**src/rtl/ws_seq_pkg.sv**
```systemverilog
// Shared definitions for the ws2812b frame sequencer: register map, CTRL/status bits,
// FSM states and the {G,R,B} pixel layout.
package ws_seq_pkg;

  localparam logic [3:0] ADDR_CTRL   = 4'd0;
  localparam logic [3:0] ADDR_PTR    = 4'd1;
  localparam logic [3:0] ADDR_G      = 4'd2;
  localparam logic [3:0] ADDR_R      = 4'd3;
  localparam logic [3:0] ADDR_B      = 4'd4;
  localparam logic [3:0] ADDR_COUNT  = 4'd5;
  localparam logic [3:0] ADDR_BRIGHT = 4'd6;

  // CTRL write bits
  localparam int CTRL_START = 0;
  localparam int CTRL_LATCH = 1;
  localparam int CTRL_LOOP  = 2;
  localparam int CTRL_STOP  = 3;

  // CTRL read bits
  localparam int STAT_BUSY = 0;
  localparam int STAT_DONE = 1;
  localparam int STAT_LOOP = 2;

  typedef enum logic [1:0] {
    S_IDLE      = 2'd0,
    S_ISSUE     = 2'd1,
    S_WAIT_BUSY = 2'd2,
    S_WAIT_DONE = 2'd3
  } state_t;

  typedef struct packed {
    logic [7:0] g;
    logic [7:0] r;
    logic [7:0] b;
  } pixel_t;

endpackage

```
**src/rtl/ws_seq_scale.sv**
```systemverilog
// Per-channel brightness scaler: scaled = (c * (bright + 1)) >> 8, purely combinational.
// bright = 0xFF passes c through unchanged; bright = 0x00 yields 0.
module ws_seq_scale (
  input  logic [7:0] c,
  input  logic [7:0] bright,
  output logic [7:0] scaled
);

  logic [15:0] prod;

  assign prod   = 16'(c) * 16'({1'b0, bright} + 9'd1);
  assign scaled = 8'(prod >> 8);

endmodule

```
**src/rtl/ws2812b_frame_sequencer.sv**
```systemverilog
// Frame buffer plus pixel sequencer feeding one ws2812b core; start-to-px_valid is 1 cycle,
// and the core's px_ready handshake paces every pixel. Brightness scaling under WS_SEQ_BRIGHTNESS_EN.
module ws2812b_frame_sequencer
  import ws_seq_pkg::*;
#(
  parameter int NUM_PIXELS = 16,
  parameter int IDX_W      = 6
) (
  input  logic        clk,
  input  logic        rst_n,
  input  logic [3:0]  address,
  input  logic        data_write,
  input  logic [7:0]  data_in,
  output logic [7:0]  data_out,
  output logic [23:0] px_data,
  output logic        px_valid,
  output logic        px_latch,
  input  logic        px_ready,
  output logic        busy
);

  localparam int               FB_AW   = $clog2(NUM_PIXELS);
  localparam logic [7:0]       NPX8    = 8'(NUM_PIXELS);
  localparam logic [IDX_W:0]   NPX_C   = (IDX_W+1)'(NUM_PIXELS);
  localparam logic [IDX_W-1:0] PTR_MAX = IDX_W'(NUM_PIXELS - 1);
  localparam logic [IDX_W-1:0] ONE_I   = 1;
  localparam logic [IDX_W:0]   ONE_C   = 1;

  state_t state, state_nxt;

  pixel_t           fb [NUM_PIXELS];
  logic [IDX_W-1:0] ptr;
  logic [IDX_W-1:0] idx;
  logic [IDX_W:0]   count;
  logic [7:0]       g_stage, r_stage;
  logic             done, loop_r, latch_en, stop_req;

  logic wr_ctrl, start_wr, last;
  logic frame_start, empty_start, idx_adv, frame_restart, frame_end;
  pixel_t fb_rd, px_pix;

  assign busy     = (state != S_IDLE);
  assign wr_ctrl  = data_write && (address == ADDR_CTRL);
  assign start_wr = wr_ctrl && data_in[CTRL_START];
  assign last     = (({1'b0, idx} + ONE_C) == count);
  assign fb_rd    = fb[idx[FB_AW-1:0]];

  always_ff @(posedge clk) begin
    if (!rst_n) state <= S_IDLE;
    else        state <= state_nxt;
  end

  always_comb begin
    state_nxt     = state;
    px_valid      = 1'b0;
    frame_start   = 1'b0;
    empty_start   = 1'b0;
    idx_adv       = 1'b0;
    frame_restart = 1'b0;
    frame_end     = 1'b0;
    case (state)
      S_IDLE: begin
        if (start_wr) begin
          if (count != '0) begin
            frame_start = 1'b1;
            state_nxt   = S_ISSUE;
          end else begin
            empty_start = 1'b1;
          end
        end
      end
      S_ISSUE: begin
        if (px_ready) begin
          px_valid  = 1'b1;
          state_nxt = S_WAIT_BUSY;
        end
      end
      S_WAIT_BUSY: begin
        if (!px_ready) state_nxt = S_WAIT_DONE;
      end
      S_WAIT_DONE: begin
        if (px_ready) begin
          state_nxt = S_ISSUE;
          if (!last) begin
            idx_adv = 1'b1;
          end else if (loop_r && !stop_req) begin
            frame_restart = 1'b1;
          end else begin
            frame_end = 1'b1;
            state_nxt = S_IDLE;
          end
        end
      end
      default: state_nxt = S_IDLE;
    endcase
  end

  assign px_latch = px_valid && latch_en && last;
  assign px_data  = px_valid ? px_pix : '0;

`ifdef WS_SEQ_BRIGHTNESS_EN
  logic [7:0] bright;
  logic [7:0] sc_g, sc_r, sc_b;

  ws_seq_scale u_scale_g (.c(fb_rd.g), .bright(bright), .scaled(sc_g));
  ws_seq_scale u_scale_r (.c(fb_rd.r), .bright(bright), .scaled(sc_r));
  ws_seq_scale u_scale_b (.c(fb_rd.b), .bright(bright), .scaled(sc_b));

  assign px_pix = {sc_g, sc_r, sc_b};

  always_ff @(posedge clk) begin
    if (!rst_n)                                      bright <= 8'hFF;
    else if (data_write && address == ADDR_BRIGHT)   bright <= data_in;
  end
`else
  assign px_pix = fb_rd;
`endif

  // Sequencer bookkeeping and register file; buffer-facing registers freeze while busy.
  always_ff @(posedge clk) begin
    if (!rst_n) begin
      idx      <= '0;
      ptr      <= '0;
      count    <= NPX_C;
      g_stage  <= '0;
      r_stage  <= '0;
      done     <= 1'b0;
      loop_r   <= 1'b0;
      latch_en <= 1'b0;
      stop_req <= 1'b0;
    end else begin
      if (frame_start) begin
        idx      <= '0;
        latch_en <= data_in[CTRL_LATCH];
        loop_r   <= data_in[CTRL_LOOP] & ~data_in[CTRL_STOP];
        done     <= 1'b0;
        stop_req <= 1'b0;
      end
      if (empty_start)   done <= 1'b1;
      if (idx_adv)       idx  <= idx + ONE_I;
      if (frame_restart) idx  <= '0;

      if (frame_end) begin
        done     <= 1'b1;
        stop_req <= 1'b0;
      end else if (busy && wr_ctrl && data_in[CTRL_STOP]) begin
        stop_req <= 1'b1;
      end

      if (data_write && !busy) begin
        case (address)
          ADDR_PTR:   ptr     <= IDX_W'(data_in % NPX8);
          ADDR_G:     g_stage <= data_in;
          ADDR_R:     r_stage <= data_in;
          ADDR_B:     ptr     <= (ptr == PTR_MAX) ? '0 : ptr + ONE_I;
          ADDR_COUNT: count   <= (data_in > NPX8) ? NPX_C : (IDX_W+1)'(data_in);
          default: ;
        endcase
      end
    end
  end

  always_ff @(posedge clk) begin
    if (data_write && !busy && address == ADDR_B)
      fb[ptr[FB_AW-1:0]] <= '{g: g_stage, r: r_stage, b: data_in};
  end

  always_comb begin
    data_out = 8'h00;
    case (address)
      ADDR_CTRL: begin
        data_out[STAT_BUSY] = busy;
        data_out[STAT_DONE] = done;
        data_out[STAT_LOOP] = loop_r;
      end
      ADDR_PTR:    data_out = 8'(ptr);
      ADDR_G:      data_out = g_stage;
      ADDR_R:      data_out = r_stage;
      ADDR_COUNT:  data_out = 8'(count);
`ifdef WS_SEQ_BRIGHTNESS_EN
      ADDR_BRIGHT: data_out = bright;
`endif
      default:     data_out = 8'h00;
    endcase
  end

endmodule

```
**config.mk**
```make
export PLATFORM = sky130hd
export DESIGN_NAME = ws2812b_frame_sequencer
export DESIGN_NICKNAME = d
export VERILOG_FILES = /design/src/rtl/ws_seq_pkg.sv /design/src/rtl/ws_seq_scale.sv /design/src/rtl/ws2812b_frame_sequencer.sv
export SDC_FILE = /design/constraint.sdc
export NUM_CORES = 1
export LEC_CHECK = 0
export BUFFER_PORTS_ARGS = -buffer_cell sky130_fd_sc_hd__buf_2
export CORE_MARGIN = 5
export CORE_UTILIZATION = 45
export CTS_CLUSTER_SIZE = 10
export DETAILED_ROUTE_END_ITERATION = 7
export PLACE_DENSITY_LB_ADDON = 0.1
export SYNTH_ARGS = -nofsm -noshare
export SYNTH_HDL_FRONTEND = slang
export SYNTH_SLANG_ARGS = --single-unit
```
**constraint.sdc**
```tcl
create_clock -name clk -period 4.21 [get_ports clk]
set_clock_uncertainty 0.05 [all_clocks]
set_input_delay 0 -clock clk [delete_from_list [all_inputs] [get_ports clk]]
set_output_delay 0 -clock clk [all_outputs]
set_load 0.01 [all_outputs]
```
; ---- After elaboration in Yosys (flattened, before gate mapping)
; Memories as Yosys holds them, arrays and structs flattened. A register that Yosys moved wholly into a read port is not among the register bits.
; Cells that the tools add are included.
[totals]
n_memories = 1
register_bits = 41
ram_bits = 384
elab_cells = 102
[memory_table]
columns = memory, depth, word_bits, read_ports, rd_clocked_by_memory_dff, write_ports, line
row1 = fb, 16, 24, 1, 1, 1, ws2812b_frame_sequencer.sv:31  ; pixel_t fb [NUM_PIXELS];
[op_classes]
n_mux = 43
eq_ne = 15
n_reduce_logical = 26
add_sub_neg = 3
n_bitwise = 3
n_lt_le_gt_ge = 1
[op_table]
columns = operator, count
row1 = $mux 1, 27
row2 = $mux 24, 1
row3 = $pmux 5 s4, 1
row4 = $mux 6, 3
row5 = $pmux 3 s5, 1
row6 = $add 6x1->6 const B, 2
row7 = $pmux 6 s2, 1
row8 = $mux 2, 5
row9 = $ne 2x2->1 const B, 5
row10 = $logic_and 1x1->1, 9
row11 = $eq 4x2->1 const B, 2
row12 = $eq 4x3->1 const B, 2
row13 = $gt 8x5->1 const B, 1
row14 = $mux 4, 2
row15 = $pmux 2 s4, 1
row16 = $reduce_and 2->1, 4
row17 = $reduce_bool 2->1, 4
row18 = $add 6x1->7 const B, 1
row19 = $eq 7x7->1, 1
row20 = $mux 7, 1
row21 = $reduce_bool 7->1, 1
row22 = $eq 6x4->1 const B, 1
row23 = $reduce_and 5->1, 1
row24 = $eq 2x2->1 const B, 2
row25 = other kinds (9), 12

; ---- Longest topological paths before layout
; Gate-level depths: netlist of the first run.
[logic_depth]
word_depth = 9
mapped_depth = 9
ltp_nobuf = 7

; ---- Least setup slack after synthesis of the first run
; OpenSTA, ideal clock, no wires.
[synth_path]
kind = reg2reg
startpoint = register state[1]
endpoint = memory fb[0][0] (netlist name), enable pin
setup_time_ps = 435
period_less_slack_ps = 3359
stages_incl_launch_ff = 8
arrival_time_ps = 2874
path_buffers = 1
path_slack_ps = 851
path_cell_list = dfxtp_1 inv_1 ha_1 clkbuf_1 nand2_1 nor2_1 nand2_1 nor3_1
[synth_between]
elab_chain_len = 6
[synth_lines]
columns = item, line
row1 = "start, declared", ws2812b_frame_sequencer.sv:29  ; state_t state, state_nxt;
row2 = "start signal, assigned", ws2812b_frame_sequencer.sv:50  ; else state <= state_nxt;
row3 = $reduce_bool 2->1, ws2812b_frame_sequencer.sv:42  ; assign busy = (state != S_IDLE);
row4 = $logic_not 1->1, ws2812b_frame_sequencer.sv:164  ; if (data_write && !busy && address == ADDR_B)
row5 = $logic_and 1x1->1 (2 in series), ws2812b_frame_sequencer.sv:164
row6 = $mux 1, ws2812b_frame_sequencer.sv:164
row7 = $mux 1 (implied by the code), ws2812b_frame_sequencer.sv:165  ; fb[ptr[FB_AW-1:0]] <= '{g: g_stage, r: r_stage, b: data_in};
row8 = "end, declared", ws2812b_frame_sequencer.sv:31
; Every way passes these cells.

==> summary.txt, run 1 <==
Outcome
  • Status: finished, final reports clean

Pwr
  • Sw power: 1.69 mW
  • Clk pwr share: 43.4%
  • Leakage: 6.41 nW
  • Cell Int Power: 6.91 mW
  • Worst vdd ir: 0.337 mV
  • Sequential share of power: 54.0%
  • Logic pwr share: 2.6%
  • Switch share: 19.7%
  • Pwr Density: 439 nW/µm²

Yosys
  • Synth cell types: 57
  • Sequential fraction of the synthesis area: 72.7%
  • Mux contribution to synthesized area: 16.9%
  • Post-synthesis cell area: 17,100 µm²
  • Compound-Gate Fraction of Synth Area: 2.56%
  • Post-synthesis simple-gate area fraction: 5.39%
  • Asr flop ratio synth: 0%
  • Synthesized area per cell: 19.8 µm²
  • Synth Area in Adders: 0.659%
  • #FFs+latches synth: 429
  • Synthesized Nets: 890
  • Gate Count Post-Synth: 865
  • Main combinational cell family by area after synthesis: multiplexers
  • Post-synth top flop: edfxtp_1
  • Post-Synth XOR/XNOR Area: 0.359%
  • Yosys warnings: 0
  • Post-synth EDFFs: 384

Timing
  • Least-Margin Pin Slew: 1.32 ns
  • Fin. Hold Viols: 0
  • Max Clock Freq: 0.328 GHz
  • Tcrit/Tclk final: 72.4%
  • Count of final setup violators: 0
  • Final Critical Period: 3.05 ns
  • Slew headroom: 10.8%
  • Max-slew violations: 0
  • Setup_tns: 0 ns
  • Unrepaired setup endpoints after global routing: no
  • Setup ws final: 1.16 ns

Route
  • Via density: 5.78
  • Initial drt markers: 766
  • Met2 routed WL: 19,200 µm
  • M1 WL: 17,000 µm
  • Vias: 8,584
  • DRC: 0
  • Max Used Layer: met4
  • First-pass detailed-route iteration total: 6
  • Met3 routed WL: 2030 µm
  • Final wirelength: 39,300 µm
  • Wire per inst: 26.5 µm
  • Post-route ant nets: 0

Setup path
  • Max FO, Critical Path: 47
  • Worst EP arrival: 3.00 ns
  • Setup crit end kind: output port
  • Reg2reg start: idx[2]$_SDFFE_PP0P_
  • R2r worst-path depth: 7
  • WS Path Type: flop to output port
  • FF-to-FF setup slack: 1.25 ns
  • WP data required: 4.16 ns
  • Startpoint Class: flop

CTS
  • Post-CTS resize count: 0
  • Post-CTS setup buffers: 0
  • CTS Buffer Depth: 3
  • Clk slew on worst S/H paths: 0.06 ns
  • Cts hold-fix bufs: 14
  • CTS root buffer: clkbuf_16
  • Worst skew pair latency: 0.55 ns
  • CTS buffer count: 49
  • CTS tree: done
  • Clock Sinks: 429
  • H-tree levels: 2

Placement
  • Setup WS pre-CTS: 1.42 ns
  • DP HPWL: 24,100 µm
  • Placed cell area: 18,100 µm²
  • Port buffer count: 50
  • Gpl congestion: 0.813
  • Dpl cells: 1,399

Die
  • Die width: 205 µm
  • Total Die Area: 42,000 µm²
  • Rows: 71
  • Core area: 37,600 µm²
  • Initial Utilization: 45.5%
  • Ports: 51
  • Die Height: 205 µm

Min path
  • Worst Hold Launch: address[0]
  • Min-Delay Path Class: input pin to flop
  • Hold depth: 5

Layout
  • Filler cells: 3,000
  • Post-layout nets: 978
  • Synth-to-Final Area Change: 14.7%
  • Fraction of layout cells with a size suffix above 1: 27.9%
  • Post-route cell area: 19,600 µm²
  • Antenna diodes: 0
  • Reg area: 12,400 µm²
  • Fin cells: 1,485
  • Area occupied by multi-input gates: 4530 µm²

Run
  • MaxCap Viol Count: 0

Global route
  • First-pass GRT wire length: 59,200 µm
  • GRT Util Overall: 19.1%
  • Largest net degree at the start of global routing: 48
  • Number of global-route vias before repair: 9,286
  • Gr ovfl total: 0
  • Initial antenna violation count: 2
==> power by group through the flow <==
stage / Sequential, mW / Clock (mW) / Combinational (mW)
final: 4.64 / 3.73 / 0.228
after global routing: 4.64 / 4.00 / 0.249
after CTS: 4.64 / 3.82 / 0.230
after detailed placement: 4.73 / 0 / 0.220
after global placement: 4.73 / 0 / 0.213
after floorplan: 4.72 / 0 / 0.117
==> cell usage after synthesis (2+ instances only) <==
cell	number	area share, %
nor4bb_1	2	0.12
mux4_2	120	16
xor2_1	2	0.10
nor4_1	3	0.11
nor3b_1	2	0.088
o21ai_0	12	0.35
nand3b_1	3	0.13
a222oi_1	7	0.41
buf_2	10	0.29
xnor2_1	5	0.26
a21boi_0	4	0.18
mux2i_1	18	1.1
edfxtp_1	384	67
nor2_1	22	0.48
a311oi_1	5	0.26
or2_2	2	0.073
ha_1	9	0.66
a21oi_1	7	0.20
nand4_1	2	0.073
o211ai_1	2	0.088
clkbuf_1	33	0.72
or3_1	2	0.073
nand2b_1	3	0.11
nor2b_1	24	0.88
nor3_1	7	0.20
a22oi_1	5	0.22
nand3_1	13	0.38
a211oi_1	2	0.088
dfxtp_1	45	5.3
nand2_1	38	0.83
and3_1	8	0.29
and2_1	25	0.92
a31oi_1	4	0.15
inv_1	10	0.22
o211a_1	2	0.12
nor4b_1	2	0.10
==> sequential cells by signal, indices dropped and copies added, names as in the netlist, named ones only <==
| signal | count |
|---|---|
| stop_req | 1 |
| fb | 384 |
| ptr | 6 |
| state | 2 |
| done | 1 |
| count | 7 |
| r_stage | 8 |
| latch_en | 1 |
| idx | 6 |
| loop_r | 1 |
| g_stage | 8 |
==> layout by cell type (no fill, tap or decap), drive strengths merged, types with 7 or more instances in the layout <==
master       instances
and2                25
nor3                 7
nand2               38
dlygate4sd3         14
inv                 11
buf                 69
nor2                22
and3                 8
ha                   9
mux4               120
nor2b               24
a222oi               7
edfxtp             384
clkbuf              68
nand3               13
o21ai               13
mux2i               18
dfxtp               45
a21oi                7
==> metal layers <==
metal	vias to the layer above	global-route usage (%)
li1	3713	-
met1	4527	26.8
met2	276	31.5
met3	68	3.04
met4	0	5.74
met5	-	0
==> through the flow <==
step                hold WS (ns)  util [%]  total power, mW
floorplan                 0.0489         -             4.83
global placement           0.400      48.1             4.94
finish                    0.0449      52.2             8.60
detailed placement         0.420      48.1             4.95
CTS                      0.00454      52.2             8.69
global route              0.0524      52.2             8.89
==> critical path, stage by stage, from the launching register on <==
cell,delay (ns)
dfxtp_4,0.55
buf_12,0.37
mux4_2,0.65
mux4_2,0.47
and2_1,0.17
buf_2,0.14
==> logic make-up after synthesis <==
logic type	Yosys count
flops	429
simple gates	166
mux	139
compound gates	58
buf+inv	57
fa+ha+maj	9
xor+xnor	7
==> path summary, 6_finish.rpt <==
check	end
worst max-delay path	px_data[14]
worst min-delay path	ptr[1]$_SDFFE_PN0P_
worst max register to register	done$_SDFFE_PN0P_
worst min register to register	latch_en$_SDFFE_PN0P_
==> layout make-up <==
| class | count | area share, % |
|---|---|---|
| Multi-Input combinational cell | 379 | 23.1 |
| Clock inverter | 4 | 0.275 |
| Clock buffer | 68 | 6.73 |
| Inverter | 11 | 0.211 |
| Timing Repair Buffer | 83 | 2.91 |
| Tap cell | 511 | 3.26 |
| Sequential cell | 429 | 63.5 |
Power figures use the tool's default switching activity.
==> run 2, diff against run 1 <==
--- a/config.mk
+++ b/config.mk
@@ -5,6 +5,7 @@
 export SDC_FILE = /design/constraint.sdc
 export NUM_CORES = 1
 export LEC_CHECK = 0
+export ABC_AREA = 1
 export BUFFER_PORTS_ARGS = -buffer_cell sky130_fd_sc_hd__buf_2
 export CORE_MARGIN = 5
 export CORE_UTILIZATION = 45
==> constraint.sdc (replaced) <==
create_clock -name clk -period 2.9 [get_ports clk]
set_clock_uncertainty 0.05 [all_clocks]
set_input_delay 0 -clock clk [delete_from_list [all_inputs] [get_ports clk]]
set_output_delay 0 -clock clk [all_outputs]
set_load 0.01 [all_outputs]
==> summary.txt, run 2 <==
Timing
  • Final Critical Period: 2.60 ns
  • WHS: 0.388 ns (+0.343 ns)
  • Slew headroom: 45.6% (+35 points)
  • Setup ws final: 0.301 ns (-0.859 ns)
  • Least-Margin Pin Slew: 0.814 ns (-0.506 ns)
  • Unrepaired setup endpoints after global routing: no
  • Setup_tns: 0 ns (unchanged)
  • Count of final setup violators: 0 (unchanged)
  • Max-slew violations: 0 (unchanged)
  • Fin. Hold Viols: 0 (unchanged)
  • Max Clock Freq: 0.385 GHz
  • Tcrit/Tclk final: 89.6%

CTS
  • CTS tree: done
  • Clock Sinks: 429 (unchanged)
  • CTS buffer count: 49 (unchanged)
  • Post-CTS resize count: 0 (unchanged)
  • CTS root buffer: clkbuf_16
  • Clk slew on worst S/H paths: 0.06 ns (about the same)
  • Worst skew pair latency: 0.57 ns (+0.02 ns)
  • CTS Buffer Depth: 3 (unchanged)
  • H-tree levels: 2 (unchanged)

Layout
  • Fin cells: 2,014 (+36%)
  • Leading cell type in the layout, fill and taps excluded: edfxtp_1
  • Max reg flops: 384 (unchanged)
  • Post-route cell area: 20,100 µm² (+2.6%)
  • Fraction of layout cells with a size suffix above 1: 12.4% (-16 points)
  • Filler cells: 3,342 (+11%)
  • Reg area: 12,400 µm² (about the same)
  • Commonest non-fill, non-tap cells in the layout: edfxtp_1, nor2_1, o21ai_0, nand2_1, o221ai_1
  • Area occupied by multi-input gates: 4450 µm² (-1.9%)
  • Synth-to-Final Area Change: 16.0%
  • Post-layout nets: 1,498 (+53%)
  • Antenna diodes: 0 (unchanged)

Run
  • MaxCap Viol Count: 0 (unchanged)

Setup path
  • Slowest cell on crit path: dfxtp_4
  • Crit path buffers/inverters: 2 (unchanged)
  • Max FO, Critical Path: 80 (+70%)
  • Startpoint Class: flop
  • Reg2reg end: count[4]$_SDFFE_PN1P_
  • CP cell instances: buf_12 > o21ai_0 > o221ai_1 > nand3_1 > a21oi_1 > buf_2
  • FF-to-FF setup slack: 0.40 ns (-0.85 ns)
  • R2r worst-path depth: 7 (unchanged)
  • Setup crit end kind: output port
  • WS Path Type: flop to output port
  • Worst EP arrival: 2.55 ns (-0.45 ns)
  • Top Family by Delay on Critical Path: compound AO/OA/AOI/OAI gates
  • Reg2reg start: state[1]$_SDFFE_PN0P_
  • WP data required: 2.85 ns (-1.31 ns)
  • Worst path max stage delay: 0.55 ns (-0.10 ns)

Placement
  • Gpl congestion: 0.840 (+3.2%)
  • Dpl cells: 1,921 (+37%)
  • Port buffer count: 50 (unchanged)
  • Placed cell area: 18,500 µm² (+2.5%)
  • Setup WS pre-CTS: 0.452 ns (-0.966 ns)
  • DP HPWL: 26,700 µm (+10%)

Min path
  • Min-Delay Path Class: input pin to flop
  • Worst Hold Path EP: state[0]$_SDFFE_PN0P_
  • Worst Hold Launch: px_ready
  • Hold depth: 7 (+2)

Global route
  • First-pass GRT wire length: 70,600 µm (+19%)
  • Largest net degree at the start of global routing: 81 (+69%)
  • GRT Util Overall: 22.0% (+2.9 points)
  • Initial antenna violation count: 0 (-2)
  • Number of global-route vias before repair: 11,591 (+25%)
  • Gr ovfl total: 0 (unchanged)

Yosys
  • Yosys warnings: 0 (unchanged)
  • Synthesized area per cell: 12.4 µm² (-37%)
  • Synthesized Nets: 1,423 (+60%)
  • Most numerous cell in the Yosys netlist: edfxtp_1
  • Post-synth top flop: edfxtp_1
  • Commonest cells in the netlist: edfxtp_1, nor2_1, o21ai_0
  • Top post-synthesis cells by area: edfxtp_1, o21ai_0, dfxtp_1
  • Sequential fraction of the synthesis area: 71.7% (-1.1 points)
  • Gate Count Post-Synth: 1,398 (+62%)
  • Post-synthesis cell area: 17,300 µm² (+1.5%)
  • Share of the synthesized area in the top cell type: 66.5% (-0.98 points)
  • #FFs+latches synth: 429 (unchanged)
  • Post-synth EDFFs: 384 (unchanged)
  • Area leader, netlist: edfxtp_1
  • Synth cell types: 36 (-37%)
  • Asr flop ratio synth: 0% (unchanged)

Route
  • Post-route ant nets: 0 (unchanged)
  • Final wirelength: 46,300 µm (+18%)
  • Wire per inst: 23.0 µm (-13%)
  • First-pass detailed-route iteration total: 5 (-1)
  • Vias: 11,565 (+35%)
  • Via density: 5.74 (-0.66%)
  • Initial drt markers: 829 (+8.2%)
  • DRC: 0 (unchanged)

Die
  • Die Height: 206 µm (+0.70%)
  • Die width: 206 µm (+0.70%)
  • Core area: 38,400 µm² (+2.1%)
  • Initial Utilization: 45.2% (-0.29 points)
  • Rows: 72 (+1.4%)
  • Ports: 51 (unchanged)
  • Total Die Area: 42,600 µm² (+1.4%)

Pwr
  • Worst vdd ir: 0.379 mV (+12%)
  • Leakage: 6.70 nW (+4.6%)
  • Pwr Density: 642 nW/µm² (+46%)

Outcome
  • Status: finished, final reports clean
## run 2: through the flow
stage	util, %	total power, mW
floorplan	-	7.26
CTS	52.4	13.0
finish	52.4	12.9
detailed placement	48.3	7.51
global placement	48.3	7.51
global route	52.4	13.4
## run 2: cell type report
type / instances / area share [%]
well taps: 518 / 3.22
clock inverters: 2 / 0.0684
repair buffers: 111 / 4.75
multi-input cells: 822 / 22.1
inverters: 60 / 1.14
flip-flops and latches: 429 / 61.9
clock buffers: 72 / 6.84
## run 2: how the worst max path moves through the flow
stage / endpoint / slack (ns) / cells after the start
3_5_place_dp: fb[0][7]$_DFFE_PP_ / 0.45 / 7
2_1_floorplan: fb[0][0]$_DFFE_PP_ / 0.34 / 6
6_report: px_data[16] / 0.30 / 6
3_3_place_gp: fb[0][0]$_DFFE_PP_ / 0.53 / 7
5_1_grt: px_data[12] / 0.11 / 7
4_1_cts: px_data[16] / 0.21 / 7
## run 2: tightest hold or removal path: cells and delay by family
kind	cells	cell delay [ns]
and+or+nand+nor	2	0.10
AOI/OAI and AO/OA	3	0.20
buffers and inverters	2	0.65
## run 2: what timing repair did
item,4_1_cts,5_1_grt
setup buffers,0,0
hold buffers,19,0
endpoints found under the hold margin,172,0
## run 2: routing by layer
metal,global-route usage [%],vias to the layer above,part of all wire (%)
li1,-,5371,-
met4,5.96,0,2.6
met1,31.3,5775,44
met3,4.42,75,6.1
met2,35.0,344,47
met5,0,-,0
## run 2: report_power, final
part           switching, mW  total, mW  internal, mW
Combinational          0.418      0.601         0.183
Clock                   2.27       5.50          3.23
Sequential            0.0665       6.80          6.73
## run 2: kinds of logic after synthesis
group | count (synthesis) | synth area share [%]
buffers and inverters | 147 | 3.38
AOI/OAI and AO/OA | 432 | 14.9
and+or+nand+nor | 380 | 9.29
DFF | 429 | 71.7
adders and majority gates | 9 | 0.649
xor gates and xnor gates | 1 | 0.0505
